**src/rtl/fifo_ast_pkg.sv**
```systemverilog
// Shared types and constants for the FIFO-to-Avalon-ST drain engine.
// The beat record describes one output beat at the default bus geometry.
package fifo_ast_pkg;

    localparam int DEF_DATABITS = 8;
    localparam int DEF_SYMBOLS  = 4;
    localparam int DEF_WIDTH    = DEF_DATABITS * DEF_SYMBOLS;
    localparam int RL_MIN       = 0;
    localparam int RL_MAX       = 4;

    // Counter/field width that never collapses to zero bits.
    function automatic int width_min1(input int n);
        return (n > 1) ? $clog2(n) : 1;
    endfunction

    localparam int DEF_EMPTY_W = width_min1(DEF_SYMBOLS);

    typedef struct packed {
        logic [DEF_WIDTH-1:0]   data;
        logic                   sop;
        logic                   eop;
        logic [DEF_EMPTY_W-1:0] empty;
    } ast_beat_t;

endpackage

```
**src/rtl/fifo_ast_source_skid.sv**
```systemverilog
// Two-entry valid/ready skid buffer used when the sink has zero ready latency.
// Outputs come straight from registers; occupancy lets the producer throttle.
module ast_skid_buffer #(
    parameter int W = 32
) (
    input  logic         clk,
    input  logic         rst_n,
    input  logic         in_valid,
    input  logic [W-1:0] in_data,
    input  logic         out_ready,
    output logic         out_valid,
    output logic [W-1:0] out_data,
    output logic [1:0]   occupancy
);

    logic [1:0]   cnt_r;
    logic [W-1:0] head_r;
    logic [W-1:0] tail_r;
    logic         push_s;
    logic         pop_s;

    assign pop_s  = (cnt_r != 2'd0) & out_ready;
    assign push_s = in_valid & ((cnt_r != 2'd2) | pop_s);

    // Head always holds the oldest word; tail is only used when both are full.
    always_ff @(posedge clk or negedge rst_n) begin
        if (!rst_n) begin
            cnt_r  <= 2'd0;
            head_r <= '0;
            tail_r <= '0;
        end else begin
            case ({push_s, pop_s})
                2'b10: begin
                    if (cnt_r == 2'd0) begin
                        head_r <= in_data;
                    end else begin
                        tail_r <= in_data;
                    end
                    cnt_r <= cnt_r + 2'd1;
                end
                2'b01: begin
                    head_r <= tail_r;
                    cnt_r  <= cnt_r - 2'd1;
                end
                2'b11: begin
                    if (cnt_r == 2'd1) begin
                        head_r <= in_data;
                    end else begin
                        head_r <= tail_r;
                        tail_r <= in_data;
                    end
                end
                default: begin
                    cnt_r  <= cnt_r;
                    head_r <= head_r;
                    tail_r <= tail_r;
                end
            endcase
        end
    end

    assign out_valid = (cnt_r != 2'd0);
    assign out_data  = head_r;
    assign occupancy = cnt_r;

endmodule

```
**src/rtl/fifo_ast_source.sv**
```systemverilog
// Drains a FIFO read port into an Avalon-ST source honouring READY_LATENCY,
// framing the stream into fixed-length packets with sop/eop/empty.
module fifo_ast_source
    import fifo_ast_pkg::*;
#(
    parameter int DATABITS_PER_SYMBOL = 8,
    parameter int SYMBOLS_PER_BEAT    = 4,
    parameter int WIDTH               = DATABITS_PER_SYMBOL * SYMBOLS_PER_BEAT,
    parameter int EMPTY_W             = width_min1(SYMBOLS_PER_BEAT),
    parameter int READY_LATENCY       = 2,
    parameter int PKT_LEN             = 4,
    parameter int LAST_EMPTY          = 0
) (
    input  logic               clk_i,
    input  logic               rst_i,
    input  logic [WIDTH-1:0]   fifo_data_i,
    input  logic               fifo_nempty_i,
    output logic               fifo_rd_o,
    input  logic               ready_i,
    output logic               valid_o,
    output logic [WIDTH-1:0]   data_o,
    output logic               sop_o,
    output logic               eop_o,
    output logic [EMPTY_W-1:0] empty_o
);

    localparam int RL = (READY_LATENCY < RL_MIN) ? RL_MIN :
                        (READY_LATENCY > RL_MAX) ? RL_MAX : READY_LATENCY;
    localparam int CNT_W = width_min1(PKT_LEN);
    localparam logic [CNT_W-1:0]   CNT_LAST   = CNT_W'(PKT_LEN - 1);
    localparam logic [EMPTY_W-1:0] EMPTY_LAST = EMPTY_W'(LAST_EMPTY);

    logic             rd_s;
    logic             inflight_r;
    logic             beat_valid_s;
    logic [WIDTH-1:0] beat_data_s;
    logic             xfer_s;
    logic [CNT_W-1:0] beat_cnt_r;

    // Flags that fifo_data_i carries a word popped in the previous cycle.
    always_ff @(posedge clk_i or negedge rst_i) begin
        if (!rst_i) begin
            inflight_r <= 1'b0;
        end else begin
            inflight_r <= rd_s;
        end
    end

    generate
        if (RL == 0) begin : g_skid
            logic [1:0] occ_s;
            logic [2:0] level_s;

            ast_skid_buffer #(.W(WIDTH)) u_skid (
                .clk       (clk_i),
                .rst_n     (rst_i),
                .in_valid  (inflight_r),
                .in_data   (fifo_data_i),
                .out_ready (ready_i),
                .out_valid (beat_valid_s),
                .out_data  (beat_data_s),
                .occupancy (occ_s)
            );

            // Occupancy is counted after this cycle's transfer so that a
            // continuously ready sink sees one beat per clock.
            assign xfer_s  = beat_valid_s & ready_i;
            assign level_s = {1'b0, occ_s} + {2'b00, inflight_r} - {2'b00, xfer_s};
            assign rd_s    = rst_i & fifo_nempty_i & (level_s < 3'd2);
        end else begin : g_latency
            assign rd_s   = rst_i & ready_i & fifo_nempty_i;
            assign xfer_s = beat_valid_s;

            if (RL == 1) begin : g_direct
                assign beat_valid_s = inflight_r;
                assign beat_data_s  = fifo_data_i;
            end else begin : g_pipe
                localparam int ST = RL - 1;
                logic             vld_r [ST];
                logic [WIDTH-1:0] dat_r [ST];

                // First delay stage captures the returning FIFO word.
                always_ff @(posedge clk_i or negedge rst_i) begin
                    if (!rst_i) begin
                        vld_r[0] <= 1'b0;
                        dat_r[0] <= '0;
                    end else begin
                        vld_r[0] <= inflight_r;
                        dat_r[0] <= fifo_data_i;
                    end
                end

                for (genvar i = 1; i < ST; i++) begin : g_stage
                    // Further delay stages up to the ready latency.
                    always_ff @(posedge clk_i or negedge rst_i) begin
                        if (!rst_i) begin
                            vld_r[i] <= 1'b0;
                            dat_r[i] <= '0;
                        end else begin
                            vld_r[i] <= vld_r[i-1];
                            dat_r[i] <= dat_r[i-1];
                        end
                    end
                end

                assign beat_valid_s = vld_r[ST-1];
                assign beat_data_s  = dat_r[ST-1];
            end
        end
    endgenerate

    // Packet position advances only on beats that actually transfer.
    always_ff @(posedge clk_i or negedge rst_i) begin
        if (!rst_i) begin
            beat_cnt_r <= '0;
        end else if (xfer_s) begin
            beat_cnt_r <= (beat_cnt_r == CNT_LAST) ? '0 : beat_cnt_r + CNT_W'(1);
        end else begin
            beat_cnt_r <= beat_cnt_r;
        end
    end

    assign fifo_rd_o = rd_s;
    assign valid_o   = beat_valid_s;
    assign data_o    = beat_valid_s ? beat_data_s : '0;
    assign sop_o     = beat_valid_s & (beat_cnt_r == '0);
    assign eop_o     = beat_valid_s & (beat_cnt_r == CNT_LAST);
    assign empty_o   = eop_o ? EMPTY_LAST : '0;

endmodule

```
**config.mk**
```make
export PLATFORM = sky130hd
export DESIGN_NAME = fifo_ast_source
export DESIGN_NICKNAME = d
export VERILOG_FILES = /design/src/rtl/fifo_ast_pkg.sv /design/src/rtl/fifo_ast_source_skid.sv /design/src/rtl/fifo_ast_source.sv
export SDC_FILE = /design/constraint.sdc
export NUM_CORES = 1
export LEC_CHECK = 0
export ABC_CLOCK_PERIOD_IN_PS = 1700
export CORE_MARGIN = 8
export CORE_UTILIZATION = 39
export CTS_BUF_LIST = sky130_fd_sc_hd__clkbuf_8 sky130_fd_sc_hd__clkbuf_16
export DETAILED_ROUTE_END_ITERATION = 12
export PLACE_DENSITY = 0.83
export SLEW_MARGIN = 20
export SYNTH_ARGS = -nofsm -noshare
export SYNTH_HDL_FRONTEND = slang
export SYNTH_SLANG_ARGS = --single-unit
```
**constraint.sdc**
```tcl
create_clock -name clk_i -period 1.7 [get_ports clk_i]
set_clock_uncertainty 0.05 [all_clocks]
set_input_delay 0.34 -clock clk_i [delete_from_list [all_inputs] [get_ports clk_i]]
set_output_delay 0.34 -clock clk_i [all_outputs]
set_load 0.01 [all_outputs]
```
# Word level (Yosys, flattened, before mapping)
# Cells that the tools add are included.
[classes]
muxes = 2
addsub = 1
reduce_logical = 1
eq_ne = 1
bitwise_logic = 4
[ops]
columns = ["operator", "n"]
rows = [
  ["two-way mux 32 bit", 1],
  ["AND 1 bit", 4],
  ["adder 2 x 1 -> 2 bit (second input constant)", 1],
  ["equality test 2 bit (second input constant)", 1],
  ["zero test 2 bit", 1],
  ["two-way mux 2 bit", 1],
]
[totals]
output_inout_bits = 38
wordCells = 13
ff_bits = 36

# Depth between registers and ports, before layout
[depth]
depth_word = 2
depth_mapped = 4

# Least setup slack after synthesis
# No wires, ideal clock.
[synth_path]
path_type = "flip-flop to output port"
start = "reg g_latency.g_pipe.vld_r, in the netlist valid_o"
end = "out data_o[20]"
required_ps = 1310
arrival_ps = 886
setup_slack_ps = 424
stages_incl_launch_ff = 4
n_path_buf = 2
cell_sequence = "dfrtp_1 > clkbuf_4 > buf_6 > and2_2"
[synth_via]
elab_chain_cells = 1
[synth_lines]
columns = ["item", "line", "rtl"]
rows = [
  ["from (decl)", "fifo_ast_source.sv:79", "logic vld_r [ST];"],
  ["two-way mux 32 bit", "fifo_ast_source.sv:125", "assign data_o = beat_valid_s ? beat_data_s : '0;"],
  ["to (decl)", "fifo_ast_source.sv:21", "output logic [WIDTH-1:0] data_o,"],
]
# No other way between the ends.

# Worst setup path after layout
[layout_path]
start = "reg beat_cnt_r[0]"
end = "out sop_o"
[layout_via]
elab_chain_cells = 2
[layout_lines]
columns = ["item", "line", "rtl"]
rows = [
  ["from (decl)", "fifo_ast_source.sv:38", "logic [CNT_W-1:0] beat_cnt_r;"],
  ["from (signal assigned)", "fifo_ast_source.sv:117", "beat_cnt_r <= (beat_cnt_r == CNT_LAST) ? '0 : beat_cnt_r + CNT_W'(1);"],
  ["from (signal assigned)", "fifo_ast_source.sv:119", "beat_cnt_r <= beat_cnt_r;"],
  ["zero test 2 bit", "fifo_ast_source.sv:126", "assign sop_o = beat_valid_s & (beat_cnt_r == '0);"],
  ["AND 1 bit", "fifo_ast_source.sv:126", ""],
  ["to (decl)", "fifo_ast_source.sv:22", "output logic sop_o,"],
]
# No other way between the ends.

==> flow_summary.yaml <==
power_and_ir_drop:
  cellLeakagePower_uw: 0.0009924
  worst_ir_drop_vdd_mv: 0.5145
  power_uw: 1796
  power_density_nw_per_um2: 884.6
flow_run:
  drv_cap: 0
die:
  die_h_um: 72.73
  core_region_area_um2: 3053
  die_w_um: 72.73
  initial_core_util_pct: 41.11
  ioPinCount: 74
  fp-row-count: 20
  die_area_um2: 5289
detailed_routing:
  drc_errors: 0
  first_pass_iters: 2
  drt-wirelength-per-cell_um: 15.73
  vias: 877
  drt-vias-per-instance: 4.176
  drt_iter0_drc: 11
  wirelength_um: 3304
  ant_nets: 0
sta:
  min_period_ns: 1.654
  min_period_over_period_pct: 97.29
  max_freq_mhz: 604.6
  whs_ns: 0.3199
  setup_viol: 0
  fin_tns_setup_ns: 0
  hold_viol: 0
  maxSlewViolCount: 0
layout:
  design_area_um2: 2031
  postLayoutCoreUtil_pct: 66.52
  area_growth_pct: 61.81
  fill_cells: 259
  regArea_um2: 902.1
  multiInputGateArea_um2: 297.8
  num_antenna_cells: 0
  nNetsFinal: 203
  layout-drive-gt1-share_pct: 34.94
logic_synthesis:
  synth_top_area_share_pct: 71.78
  syn-cell-area_um2: 1255
  synth_commonest_cells: "dfrtp_1 (36), and2_1 (21), and2_2 (13)"
  synth_most_common_cell: "dfrtp_1"
  synth_flop_cell: "dfrtp_1"
  async_flop_share_pct: 100.0
  ys_ff_latch: 36
  yosys.area.top_type: "dfrtp_1"
  synth.distinct_cells: 14
  synth_edf_count: 0
  synthTopCellsByArea: "dfrtp_1 (72%), and2_1 (10%), and2_2 (7.8%)"
  yosysWarnings: 0
  avgSynthCellArea_um2: 14.59
  yosysSeqAreaShare_pct: 71.78
  synthCells: 86
global_routing:
  grt_pass1_vias: 1022
  grt_pass1_wl_um: 5188
  gr-total-overflow: 0
  grt_usage_pct: 13.38
  antenna_found_initial: 0
  grt_max_degree: 37
place:
  portBuffers: 71
  placed_area_um2: 2003
  dp_hpwl_um: 2448
  gp_congestion: 0.6495
clock_network:
  clk_latency_ns: 0.28
  ctsHoldBuffers: 0
  cts-root-buf: "clkbuf_8"
  htreeDepth: 2
  cts_buffer_depth: 2
  clkSinkCount: 36
  clk_pin_slew_ns: 0.06
  cts-buffers-inserted: 5
  cts_tree: "yes"
worst_hold_path:
  min_path_type: "reg -> reg"
setup_path:
  crit_required_ns: 1.31
  crit_type: "reg -> out"
  reg2reg_slack_ns: 0.55
  arrival_ns: 1.26
  end_kind: "output port"
  path_max_fanout: 2
  worst_setup_path_start_kind: "register"
outcome:
  run_status: "completed"
## per-layer routing
metal	GRT usage, %	up-vias	wire length, um
li1	-	412	-
met1	11.75	428	1056
met2	24.45	31	1929
met3	6.181	6	248
met4	7.333	0	70
met5	0	-	0
## final cells by class
class | count | area share (%)
Sequential cell | 36 | 44.42
Timing Repair Buffer | 77 | 33.39
Multi-Input combinational cell | 43 | 14.66
Clock buffer | 6 | 4.067
Tap cell | 44 | 2.711
Clock inverter | 2 | 0.3697
Inverter | 2 | 0.3697
## cell families after synthesis
| logic type | after synthesis | share of synthesized area [%] |
|---|---|---|
| simple gates | 37 | 19.74 |
| flops | 36 | 71.78 |
| buf+inv | 8 | 5.085 |
| compound gates | 2 | 1.096 |
| fa+ha+maj | 2 | 1.994 |
| other cells | 1 | 0.2988 |
## cells in the final DEF, fill, tap and decap left out, drive strengths merged, types with 2 or more instances in the layout
master / Yosys / routed
and2: 34 / 34
buf: 5 / 27
clkbuf: 1 / 14
clkdlybuf4s15: 0 / 6
clkdlybuf4s50: 0 / 35
conb: 1 / 2
dfrtp: 36 / 36
ha: 2 / 2
inv: 2 / 4
o21ai: 2 / 2
## metrics by stage
stage               std cells  worst slack, ns
floorplan                  87           0.4236
global placement          199          -0.2117
detailed placement        199          -0.2588
CTS                       210         -0.08902
global route              210         -0.02105
finish                    210          0.04604
## sequential cells by signal, summed over array words and instances, names as in the netlist
signal and count:
beat_data_s 32, beat_cnt_r 2, inflight_r 1, valid_o 1
## worst max-delay path: stages (launching register included)
cell and delay (ns):
dfrtp_1 0.39, buf_6 0.11, inv_2 0.04, ha_1 0.18
and2_4 0.15, buf_6 0.11
## repair_timing
| action | 4_1_cts | 5_1_grt |
|---|---|---|
| resized for setup | 110 | 28 |
| endpoints found under the setup margin | 36 | 27 |
| pin swaps | 0 | 0 |
| buffers inserted | 2 | 0 |
| gates cloned | 1 | 0 |
## final timing paths
| check | cells after the start | startpoint | end |
|---|---|---|---|
| max in group asynchronous | 2 | rst_i | valid_o$_DFF_PN0_ |
| min reg2reg | 0 | inflight_r$_DFF_PN0_ | valid_o$_DFF_PN0_ |
| min in group asynchronous | 2 | rst_i | beat_data_s[22]$_DFF_PN0_ |
| max | 5 | beat_cnt_r[0]$_DFFE_PN0P_ | sop_o |
| min | 0 | inflight_r$_DFF_PN0_ | valid_o$_DFF_PN0_ |
| max reg2reg | 5 | beat_cnt_r[0]$_DFFE_PN0P_ | beat_cnt_r[1]$_DFFE_PN0P_ |
## where the power goes
| part | total, uW | leakage, uW | internal (uW) | switching, uW |
|---|---|---|---|---|
| clock | 588 | 0.0000538 | 318 | 270 |
| sequential | 942 | 0.000423 | 917 | 25.1 |
| combinational | 267 | 0.000516 | 159 | 108 |
Power figures use the tool's default switching activity.
